==> src/rtl/hazard_stall_ctrl.sv <==
// ---------------------------------------------------------------------------
// hazard_stall_ctrl
//
// Central pipeline sequencer for the 5-stage core. It produces the shared
// stall[5:0] hold bus, the ID/EX and EX/MEM bubble controls, the branch flush,
// and the EX-stage operand forwarding selects. It also sequences multi-cycle EX
// operations (MUL/DIV) with a timeout, and keeps a saturating count of stalled
// cycles for performance monitoring.
//
// Parameters
//   MC_TIMEOUT  cycles spent waiting for mc_done before giving up (sets mc_err)
//   CNT_W       width of the stall-cycle counter
//
// Ports
//   clk            core clock
//   rst            asynchronous reset, active low
//   id_rs1/id_rs2  source registers of the instruction in ID
//   id_use1/2      ID instruction really reads rs1 / rs2
//   ex_rs1/ex_rs2  source registers of the instruction in EX
//   ex_write_num   EX destination register
//   ex_write_reg   EX instruction writes a register
//   ex_is_load     EX instruction is a load
//   ex_mc_op       EX instruction is a multi-cycle op
//   mc_done        multi-cycle unit result valid (single-cycle pulse)
//   mem_write_num  EX/MEM destination register
//   mem_write_reg  EX/MEM writes a register
//   wb_write_num   MEM/WB destination register
//   wb_write_reg   MEM/WB writes a register
//   br_taken       branch/jump resolved taken in EX
//   mem_stall_req  data memory not ready
//   stall          bit i holds stage register i (0 PC .. 5 WB)
//   idex_bubble    load ID/EX with a NOP this edge
//   exmem_bubble   load EX/MEM with a NOP this edge
//   flush          clear IF/ID and ID/EX this edge
//   fwd_a/fwd_b    EX operand select: 00 regfile, 01 EX/MEM, 10 MEM/WB
//   mc_start       single-cycle pulse launching the multi-cycle unit
//   mc_err         sticky flag: a multi-cycle op timed out
//   stall_cnt      number of cycles with stall != 0, saturating
// ---------------------------------------------------------------------------
module hazard_stall_ctrl #(
    parameter int MC_TIMEOUT = 64,
    parameter int CNT_W      = 32
) (
    input  logic             clk,
    input  logic             rst,
    input  logic [4:0]       id_rs1,
    input  logic [4:0]       id_rs2,
    input  logic             id_use1,
    input  logic             id_use2,
    input  logic [4:0]       ex_rs1,
    input  logic [4:0]       ex_rs2,
    input  logic [4:0]       ex_write_num,
    input  logic             ex_write_reg,
    input  logic             ex_is_load,
    input  logic             ex_mc_op,
    input  logic             mc_done,
    input  logic [4:0]       mem_write_num,
    input  logic             mem_write_reg,
    input  logic [4:0]       wb_write_num,
    input  logic             wb_write_reg,
    input  logic             br_taken,
    input  logic             mem_stall_req,
    output logic [5:0]       stall,
    output logic             idex_bubble,
    output logic             exmem_bubble,
    output logic             flush,
    output logic [1:0]       fwd_a,
    output logic [1:0]       fwd_b,
    output logic             mc_start,
    output logic             mc_err,
    output logic [CNT_W-1:0] stall_cnt
);

    // Timeout counter only has to reach MC_TIMEOUT-1.
    localparam int            TW      = (MC_TIMEOUT > 1) ? $clog2(MC_TIMEOUT) : 1;
    localparam logic [TW-1:0] TO_LAST = TW'(MC_TIMEOUT - 1);

    // Stall patterns on the hold bus.
    localparam logic [5:0] STALL_MEM  = 6'b011111;
    localparam logic [5:0] STALL_MC   = 6'b000111;
    localparam logic [5:0] STALL_LOAD = 6'b000011;

    typedef enum logic {
        RUN     = 1'b0,
        MC_WAIT = 1'b1
    } state_t;

    state_t        state;
    logic [TW-1:0] to_ctr;

    logic          load_use;
    logic          mc_timeout;
    logic          mc_hold;

    logic [5:0]    stall_c;
    logic          idex_bubble_c;
    logic          exmem_bubble_c;
    logic          flush_c;
    logic          mc_start_c;
    logic [1:0]    fwd_a_c;
    logic [1:0]    fwd_b_c;

    // Forwarding source for one EX operand. The youngest producer (EX/MEM)
    // wins over MEM/WB, and x0 is never forwarded since it always reads zero.
    function automatic logic [1:0] fwd_select(
        input logic [4:0] rs,
        input logic       m_we,
        input logic [4:0] m_num,
        input logic       w_we,
        input logic [4:0] w_num
    );
        logic [1:0] sel;
        sel = 2'b00;
        if (m_we && (m_num != 5'd0) && (m_num == rs)) begin
            sel = 2'b01;
        end else if (w_we && (w_num != 5'd0) && (w_num == rs)) begin
            sel = 2'b10;
        end
        return sel;
    endfunction

    // Hazard conditions. A load-use hazard needs a real destination (not x0)
    // that a source the ID instruction actually reads depends on. The timeout
    // fires on the last allowed waiting cycle; that cycle releases the pipeline
    // just like mc_done would, so the stuck op leaves EX instead of relaunching.
    always_comb begin
        load_use = ex_is_load && ex_write_reg && (ex_write_num != 5'd0) &&
                   ((id_use1 && (id_rs1 == ex_write_num)) ||
                    (id_use2 && (id_rs2 == ex_write_num)));
        mc_timeout = (state == MC_WAIT) && (to_ctr == TO_LAST);
        mc_hold    = ((state == RUN) && ex_mc_op) ||
                     ((state == MC_WAIT) && !mc_done && !mc_timeout);
    end

    // Per-cycle priority resolution. Memory stall freezes everything behind
    // WB and never bubbles or flushes, because the stage registers are not
    // allowed to move at all. A multi-cycle op holds PC..ID/EX and feeds
    // bubbles into EX/MEM. A taken branch squashes whatever sits in IF/ID and
    // ID/EX, so a load-use hazard in the same cycle is irrelevant.
    always_comb begin
        stall_c        = 6'b000000;
        idex_bubble_c  = 1'b0;
        exmem_bubble_c = 1'b0;
        flush_c        = 1'b0;
        mc_start_c     = 1'b0;
        if (mem_stall_req) begin
            stall_c = STALL_MEM;
        end else if (mc_hold) begin
            stall_c        = STALL_MC;
            exmem_bubble_c = 1'b1;
            mc_start_c     = (state == RUN);
        end else if (br_taken) begin
            flush_c = 1'b1;
        end else if (load_use) begin
            stall_c       = STALL_LOAD;
            idex_bubble_c = 1'b1;
        end
    end

    // Forwarding is independent of stalls so the EX operands stay correct
    // while the pipeline is held.
    always_comb begin
        fwd_a_c = fwd_select(ex_rs1, mem_write_reg, mem_write_num, wb_write_reg, wb_write_num);
        fwd_b_c = fwd_select(ex_rs2, mem_write_reg, mem_write_num, wb_write_reg, wb_write_num);
    end

    // While reset is asserted the combinational controls are forced quiet so
    // the pipeline registers see a clean, non-stalled state immediately.
    always_comb begin
        stall        = rst ? stall_c        : 6'b000000;
        idex_bubble  = rst ? idex_bubble_c  : 1'b0;
        exmem_bubble = rst ? exmem_bubble_c : 1'b0;
        flush        = rst ? flush_c        : 1'b0;
        mc_start     = rst ? mc_start_c     : 1'b0;
        fwd_a        = rst ? fwd_a_c        : 2'b00;
        fwd_b        = rst ? fwd_b_c        : 2'b00;
    end

    // Multi-cycle sequencer. A memory stall freezes the state and the timeout
    // counter; mc_done outside MC_WAIT has no meaning and is ignored. The
    // timeout error is sticky until reset.
    always_ff @(posedge clk or negedge rst) begin
        if (!rst) begin
            state  <= RUN;
            to_ctr <= '0;
            mc_err <= 1'b0;
        end else if (!mem_stall_req) begin
            case (state)
                RUN: begin
                    if (ex_mc_op) begin
                        state  <= MC_WAIT;
                        to_ctr <= '0;
                    end
                end
                MC_WAIT: begin
                    if (mc_done) begin
                        state <= RUN;
                    end else if (mc_timeout) begin
                        state  <= RUN;
                        mc_err <= 1'b1;
                    end else begin
                        to_ctr <= to_ctr + 1'b1;
                    end
                end
                default: begin
                    state <= RUN;
                end
            endcase
        end
    end

    // Stall-cycle performance counter; sticks at all-ones instead of wrapping.
    always_ff @(posedge clk or negedge rst) begin
        if (!rst) begin
            stall_cnt <= '0;
        end else if ((stall_c != 6'b000000) && (stall_cnt != {CNT_W{1'b1}})) begin
            stall_cnt <= stall_cnt + 1'b1;
        end
    end

endmodule

==> config.mk <==
export PLATFORM = sky130hd
export DESIGN_NAME = hazard_stall_ctrl
export DESIGN_NICKNAME = d
export VERILOG_FILES = /design/src/rtl/hazard_stall_ctrl.sv
export SDC_FILE = /design/constraint.sdc
export NUM_CORES = 1
export LEC_CHECK = 0
export CAP_MARGIN = 40
export CORE_MARGIN = 4
export CORE_UTILIZATION = 40
export CTS_CLUSTER_SIZE = 28
export DETAILED_ROUTE_END_ITERATION = 7
export MAX_ROUTING_LAYER = met4
export PLACE_DENSITY = 0.81
export RECOVER_POWER = 25
export SKIP_LAST_GASP = 1
export SLEW_MARGIN = 10
export SYNTH_ARGS = -nofsm -noshare
export SYNTH_HDL_FRONTEND = slang
export SYNTH_SLANG_ARGS = --single-unit
==> constraint.sdc <==
create_clock -name clk -period 2.1 [get_ports clk]
set_clock_uncertainty 0.05 [all_clocks]
set_input_delay 0.42 -clock clk [delete_from_list [all_inputs] [get_ports clk]]
set_output_delay 0.42 -clock clk [all_outputs]
set_load 0.02 [all_outputs]
==> results_dict.tcl, run 1 <==
set metrics [dict create \
    finalHoldViolations 0 \
    synth.most_common_cell "xor2_1" \
    grt_pass1_wl_mm 11.81 \
    nNetsFinal 436 \
    min_period_ps 2226 \
    yosysWarnings 0 \
    setup_ws_ps -126.2 \
    synth_top_cell_by_area "dfrtp_1" \
    synth_commonest_cells "xor2_1 (47), dfrtp_1 (40), xnor2_1 (18)" \
    dpl_worst_slack_ps -1060 \
    cp_max_fo 2 \
    grt_max_degree 48 \
    finalSetupViolCount 7 \
    syn_area_mm2 0.002467 \
    grt_overflow 0 \
    cts_tree "yes" \
    fin_cells 463 \
    max_slew_margin_pct 55.73 \
    fin_area_mm2 0.004232 \
    critPathLaunchType "primary input" \
    slowest_stage "or4_4" \
    clkLatencyLatePin_ps 300 \
    ir_drop_v 0.0008430 \
    place_inst 445 \
    p_per_area_mw_per_mm2 642.8 \
    drive_gt1_share_pct 40.98 \
    synthTopCellsByArea "dfrtp_1 (41%), xor2_1 (17%), xnor2_1 (6.4%), nand4_1 (2.8%), nand3_1 (2.6%)" \
    yosysSeqAreaShare_pct 40.57 \
    drt-total-wl_mm 7.386 \
    viasPerCell 5.181 \
    post-route-util_pct 71.05 \
    critPathBufInv 2 \
    ios 94 \
    num_vias 2399 \
    grt_pass1_vias 2468 \
    fin_setup_tns_ps -531.6 \
    rsz0062_at_grt "yes" \
    first_pass_iters 4 \
    synth-edff-count 0 \
    ys_seq_elements 40 \
    place.gp.congestion 0.8191 \
    portBuffers 92 \
    start_util_pct 41.43 \
    synth.net_count 295 \
    core_mm2 0.005956 \
    num_antenna_cells 0 \
    arrival_ps 1760 \
    cts_buffers 5 \
    synth_top_cell_area_share_pct 40.57 \
    synth_cells 246 \
    fmax_ghz 0.4492 \
    first_iter_violations 64 \
    clkTransAtPathRegs_ps 80 \
    syn_avg_cell_area_um2 10.03 \
    dp_hpwl_mm 5.423 \
    violations "negative setup slack" \
    htreeDepth 2 \
    die_height_um 86.54 \
    die-area_mm2 0.007489 \
    status "finished with violations" \
    path_class "in -> out" \
    cts_num_sinks 40 \
    tightest_slew_ps 657.1 \
    ys_async_sr_fraction_pct 100.0 \
    die_w_um 86.54 \
    required_ps 1630 \
    wl_per_cell_um 15.95 \
    cts_root_buffer "clkbuf_8" \
    cap_viol_max_count 0 \
    drcViolationCount 0 \
    cp.depth 5 \
    synthDistinctLibCells 42 \
    crit_path_cell_trace "clkdlybuf4s15_1 -> xor2_1 -> or4_4 -> nor4_4 -> buf_4" \
    fin_crit_sh_pct 106.0 \
    hold_class "in -> async" \
    grt_use_total_pct 20.19 \
    synth_top_flop_cell "dfrtp_1" \
    max_stage_delay_ps 490 \
    r2r_cells 8 \
    slew_violations 0 \
    placed_cell_area_mm2 0.003811 \
    rows 28 \
    end_kind "primary output" \
    critPathTopFamily "simple AND/OR/NAND/NOR gates" \
    antenna_found_initial 0 \
    final_antenna_net_count 0 \
    clock_path_buffers 2 \
    p_leak_nw 1.800 \
    area_growth_pct 71.50 \
]
==> repair_timing <==
action / 4_1_cts / 5_1_grt
pin swaps: 31 / 21
setup endpoints to repair: 45 / 28
setup buffers: 4 / 6
gates resized for setup: 178 / 66
hold buffers: 0 / 0
==> metrics by stage <==
| stage | hold slack [ps] | total power [mW] |
|---|---|---|
| floorplan | 74.41 | 1.462 |
| global placement | 397.8 | 1.935 |
| detailed placement | 398.1 | 1.958 |
| CTS | 156.4 | 2.648 |
| global route | 271.6 | 2.878 |
| finish | 235.8 | 2.720 |
==> logic make-up (layout without fill, tap and decap cells) <==
| kind of cell | after synthesis | in the layout | share of synthesized area [%] |
|---|---|---|---|
| simple gates | 110 | 110 | 27.49 |
| xor+xnor | 65 | 65 | 23.07 |
| flops | 40 | 40 | 40.57 |
| compound gates | 14 | 14 | 3.904 |
| buf+inv | 12 | 154 | 2.941 |
| fa+ha+maj | 2 | 2 | 1.014 |
| mux | 2 | 2 | 0.8621 |
| other cells | 1 | 1 | 0.1520 |
==> layout make-up <==
cell class | instances | area, um2
Clock buffer | 6 | 82.58
Clock inverter | 2 | 38.79
Fill cell | 454 | 1724
Inverter | 6 | 22.52
Multi-Input combinational cell | 194 | 1752
Sequential cell | 40 | 1012
Tap cell | 75 | 93.84
Timing Repair Buffer | 140 | 1230
==> metal layers <==
metal | vias to the layer above | track usage (%) | share of wire [%]
met2 | 65 | 34.98 | 52
li1 | 1154 | - | -
met4 | 0 | 5.666 | 1.4
met5 | - | - | 0
met1 | 1172 | 24.21 | 41
met3 | 8 | 3.327 | 5.0
==> report_power, final <==
part | internal, mW | leakage (nW) | switching (mW)
Clock | 0.389 | 0.0614 | 0.283
Combinational | 0.524 | 1.27 | 0.486
Sequential | 0.897 | 0.472 | 0.142
==> state kept, by name (all words and copies together) (netlist names) <==
name / flops
stall_cnt: 32
to_ctr: 6
mc_err: 1
state: 1
==> cell usage in the layout, fill, tap and decap left out, drive strengths merged, types with 2 or more instances in the layout <==
| cell | Yosys | final |
|---|---|---|
| a21o | 2 | 2 |
| and2 | 7 | 7 |
| and3 | 5 | 5 |
| buf | 6 | 76 |
| clkbuf | 0 | 15 |
| clkdlybuf4s15 | 0 | 2 |
| clkdlybuf4s50 | 0 | 41 |
| dfrtp | 40 | 40 |
| dlygate4sd2 | 0 | 11 |
| ha | 2 | 2 |
| inv | 6 | 6 |
| nand2 | 16 | 16 |
| nand3 | 13 | 13 |
| nand4 | 12 | 12 |
| nor2 | 12 | 12 |
| nor3 | 13 | 13 |
| nor3b | 2 | 2 |
| nor4 | 15 | 15 |
| nor4b | 5 | 5 |
| o211ai | 2 | 2 |
| o21ai | 4 | 4 |
| or3 | 2 | 2 |
| or4 | 5 | 5 |
| xnor2 | 18 | 18 |
| xor2 | 47 | 47 |
==> worst register-to-register path: stages (launching register included) <==
cell and delay (ps):
dfrtp_2 400, ha_1 170, nand2_1 120, nor2_2 170, nand4_1 270, buf_4 240
buf_4 140, nor4_2 270, xor2_1 170
==> path summary, 6_finish.rpt <==
path	start	endpoint	slack, ps
hold reg to reg	mc_err	mc_err	410
max in group asynchronous	rst	stall_cnt[0]	1430
setup reg to reg	stall_cnt[0]	stall_cnt[26]	40
hold / removal	rst	to_ctr[4]	240
min in group clk	mc_err	mc_err	410
setup / recovery	ex_rs2[4]	fwd_b[1]	-130
Power figures use the tool's default switching activity.
==> run 2, diff against run 1 <==
Settings changed: GPL_TIMING_DRIVEN set to 0.
==> run 2 against run 1 <==
  * The flow still finishes with violations (negative setup slack)
  * Die area stayed put
  * Sequential cell count stayed put
  * First-iteration DRC count is 36% higher
  * Worst hold slack worse by 210 ps
  * Via count is 1.6% higher
  * Final cell count is 0.65% lower
  * Setup slack worse by 54 ps
  * Critical path type unchanged
  * Critical endpoint unchanged
  * Largest power group unchanged
  * Highest routed layer unchanged
==> results_dict.tcl, run 2 (synthesis results as in run 1) <==
set metrics [dict create \
    status "finished with violations" \
    violations "negative setup slack" \
    num_vias 2438 \
    rows 28 \
    cts_num_sinks 40 \
    first_iter_violations 87 \
    required_ps 1630 \
    cp_max_fo 3 \
    tightest_slew_ps 954.0 \
    cap_viol_max_count 0 \
    power_mw 2.699 \
    place.gp.congestion 0.8045 \
    fin_hold_ws_ps 22.63 \
    ios 94 \
    hold_class "in -> async" \
    cts_buffers 5 \
    place_inst 414 \
    num_antenna_cells 0 \
    dpl_worst_slack_ps -1203 \
    arrival_ps 1810 \
    first_pass_iters 4 \
    fmax_ghz 0.4386 \
    final_antenna_net_count 0 \
    p_per_area_mw_per_mm2 625.9 \
    min_period_ps 2280 \
    top_register "stall_cnt" \
    seq_area_mm2 0.001012 \
    drcViolationCount 0 \
    critPathLaunchType "primary input" \
    max_slew_margin_pct 35.73 \
    largest_registers "stall_cnt: 32 flops, to_ctr: 6 flops" \
    finalSetupViolCount 23 \
    path_class "in -> out" \
    slew_violations 0 \
    fillers 432 \
    post-route-util_pct 72.40 \
    grt_pass1_vias 2491 \
    viasPerCell 5.300 \
    antenna_found_initial 0 \
    clkTransAtPathRegs_ps 90 \
    grt_use_total_pct 20.50 \
    die-area_mm2 0.007489 \
    drive_gt1_share_pct 39.48 \
    cts_tree "yes" \
    largest_register_ffs 32 \
    multi_input_area_mm2 0.001817 \
    clkLatencyLatePin_ps 290 \
    die_height_um 86.54 \
    grt_overflow 0 \
    dp_hpwl_mm 5.107 \
    final_common_cell "xor2_1" \
    htreeDepth 2 \
    fin_crit_sh_pct 108.6 \
    nNetsFinal 433 \
    grt_pass1_wl_mm 11.93 \
    portBuffers 92 \
    clock_path_buffers 2 \
    fin_cells 460 \
    grt_max_degree 15 \
    layout_common_cells "xor2_1 (44), clkdlybuf4s50_1 (39), buf_4 (38)" \
    area_growth_pct 74.75 \
    start_util_pct 41.43 \
    end_kind "primary output" \
    die_w_um 86.54 \
    rsz0062_at_grt "yes" \
    setup_ws_ps -179.8 \
    drt-total-wl_mm 8.020 \
    cts_root_buffer "clkbuf_8" \
    ir_drop_v 0.0006541 \
    core_mm2 0.005956 \
    wl_per_cell_um 17.43 \
    p_leak_nw 1.817 \
    finalHoldViolations 0 \
]
-- run 2: cell count changes in the layout (fill, tap and decap cells not counted), sizes merged --
cell / change
buf: -6
dlygate4sd2: +5
clkbuf: -4
clkdlybuf4s50: -2
dlymetal6s2s: +2
clkdlybuf4s15: +1
dlygate4sd3: +1
-- run 2: worst max-delay path, stage by stage --
cell and delay (ps):
dlygate4sd2_1 280, o211ai_1 160, or4_4 530, nor4_4 240, buf_4 180
-- run 2: final cells by class --
class,count,share of cell area [%]
Buffer,6,1.480
Clock buffer,6,1.915
Timing Repair Buffer,131,27.39
Multi-Input combinational cell,194,42.14
Sequential cell,40,23.48
Inverter,6,0.5223
Tap cell,75,2.176
Clock inverter,2,0.8996
-- run 2: metrics by stage --
stage	instance area (um2)	TNS [ps]
3_3_place_gp	3560	-68970
2_1_floorplan	2545	-10.79
6_report	4312	-1338
3_5_place_dp	3575	-27120
5_1_grt	4312	-4099
4_1_cts	3983	-532.0
-- run 2: timing repair --
item | in CTS | in global routing
setup endpoints to repair | 45 | 38
gates cloned | 1 | 1
gates resized for setup | 188 | 65
setup buffers | 15 | 20
hold endpoints to repair | 14 | 0
pin swaps | 34 | 21
hold buffers | 1 | 0
-- run 2: layer usage --
metal / wire (um) / vias up / track usage (%)
met5: 0 / - / -
met4: 188 / 0 / 7.224
met3: 510 / 18 / 3.422
met2: 4187 / 88 / 34.91
met1: 3133 / 1185 / 24.47
li1: - / 1147 / -
-- run 2: worst paths after layout --
path / from / end / slack, ps / cells after the start
hold / removal: rst / stall_cnt[20] / 20 / 2
hold reg to reg: mc_err / mc_err / 440 / 1
max in group asynchronous: rst / state / 820 / 2
setup / recovery: wb_write_num[0] / fwd_b[1] / -180 / 5
min in group clk: mc_err / mc_err / 440 / 1
setup reg to reg: stall_cnt[18] / stall_cnt[11] / -90 / 7
-- run 2: power by group --
part | internal, mW | total, mW | switching [mW]
clock network | 0.389 | 0.669 | 0.280
registers | 0.897 | 1.05 | 0.152
logic | 0.494 | 0.982 | 0.488
total | 1.78 | 2.70 | 0.919
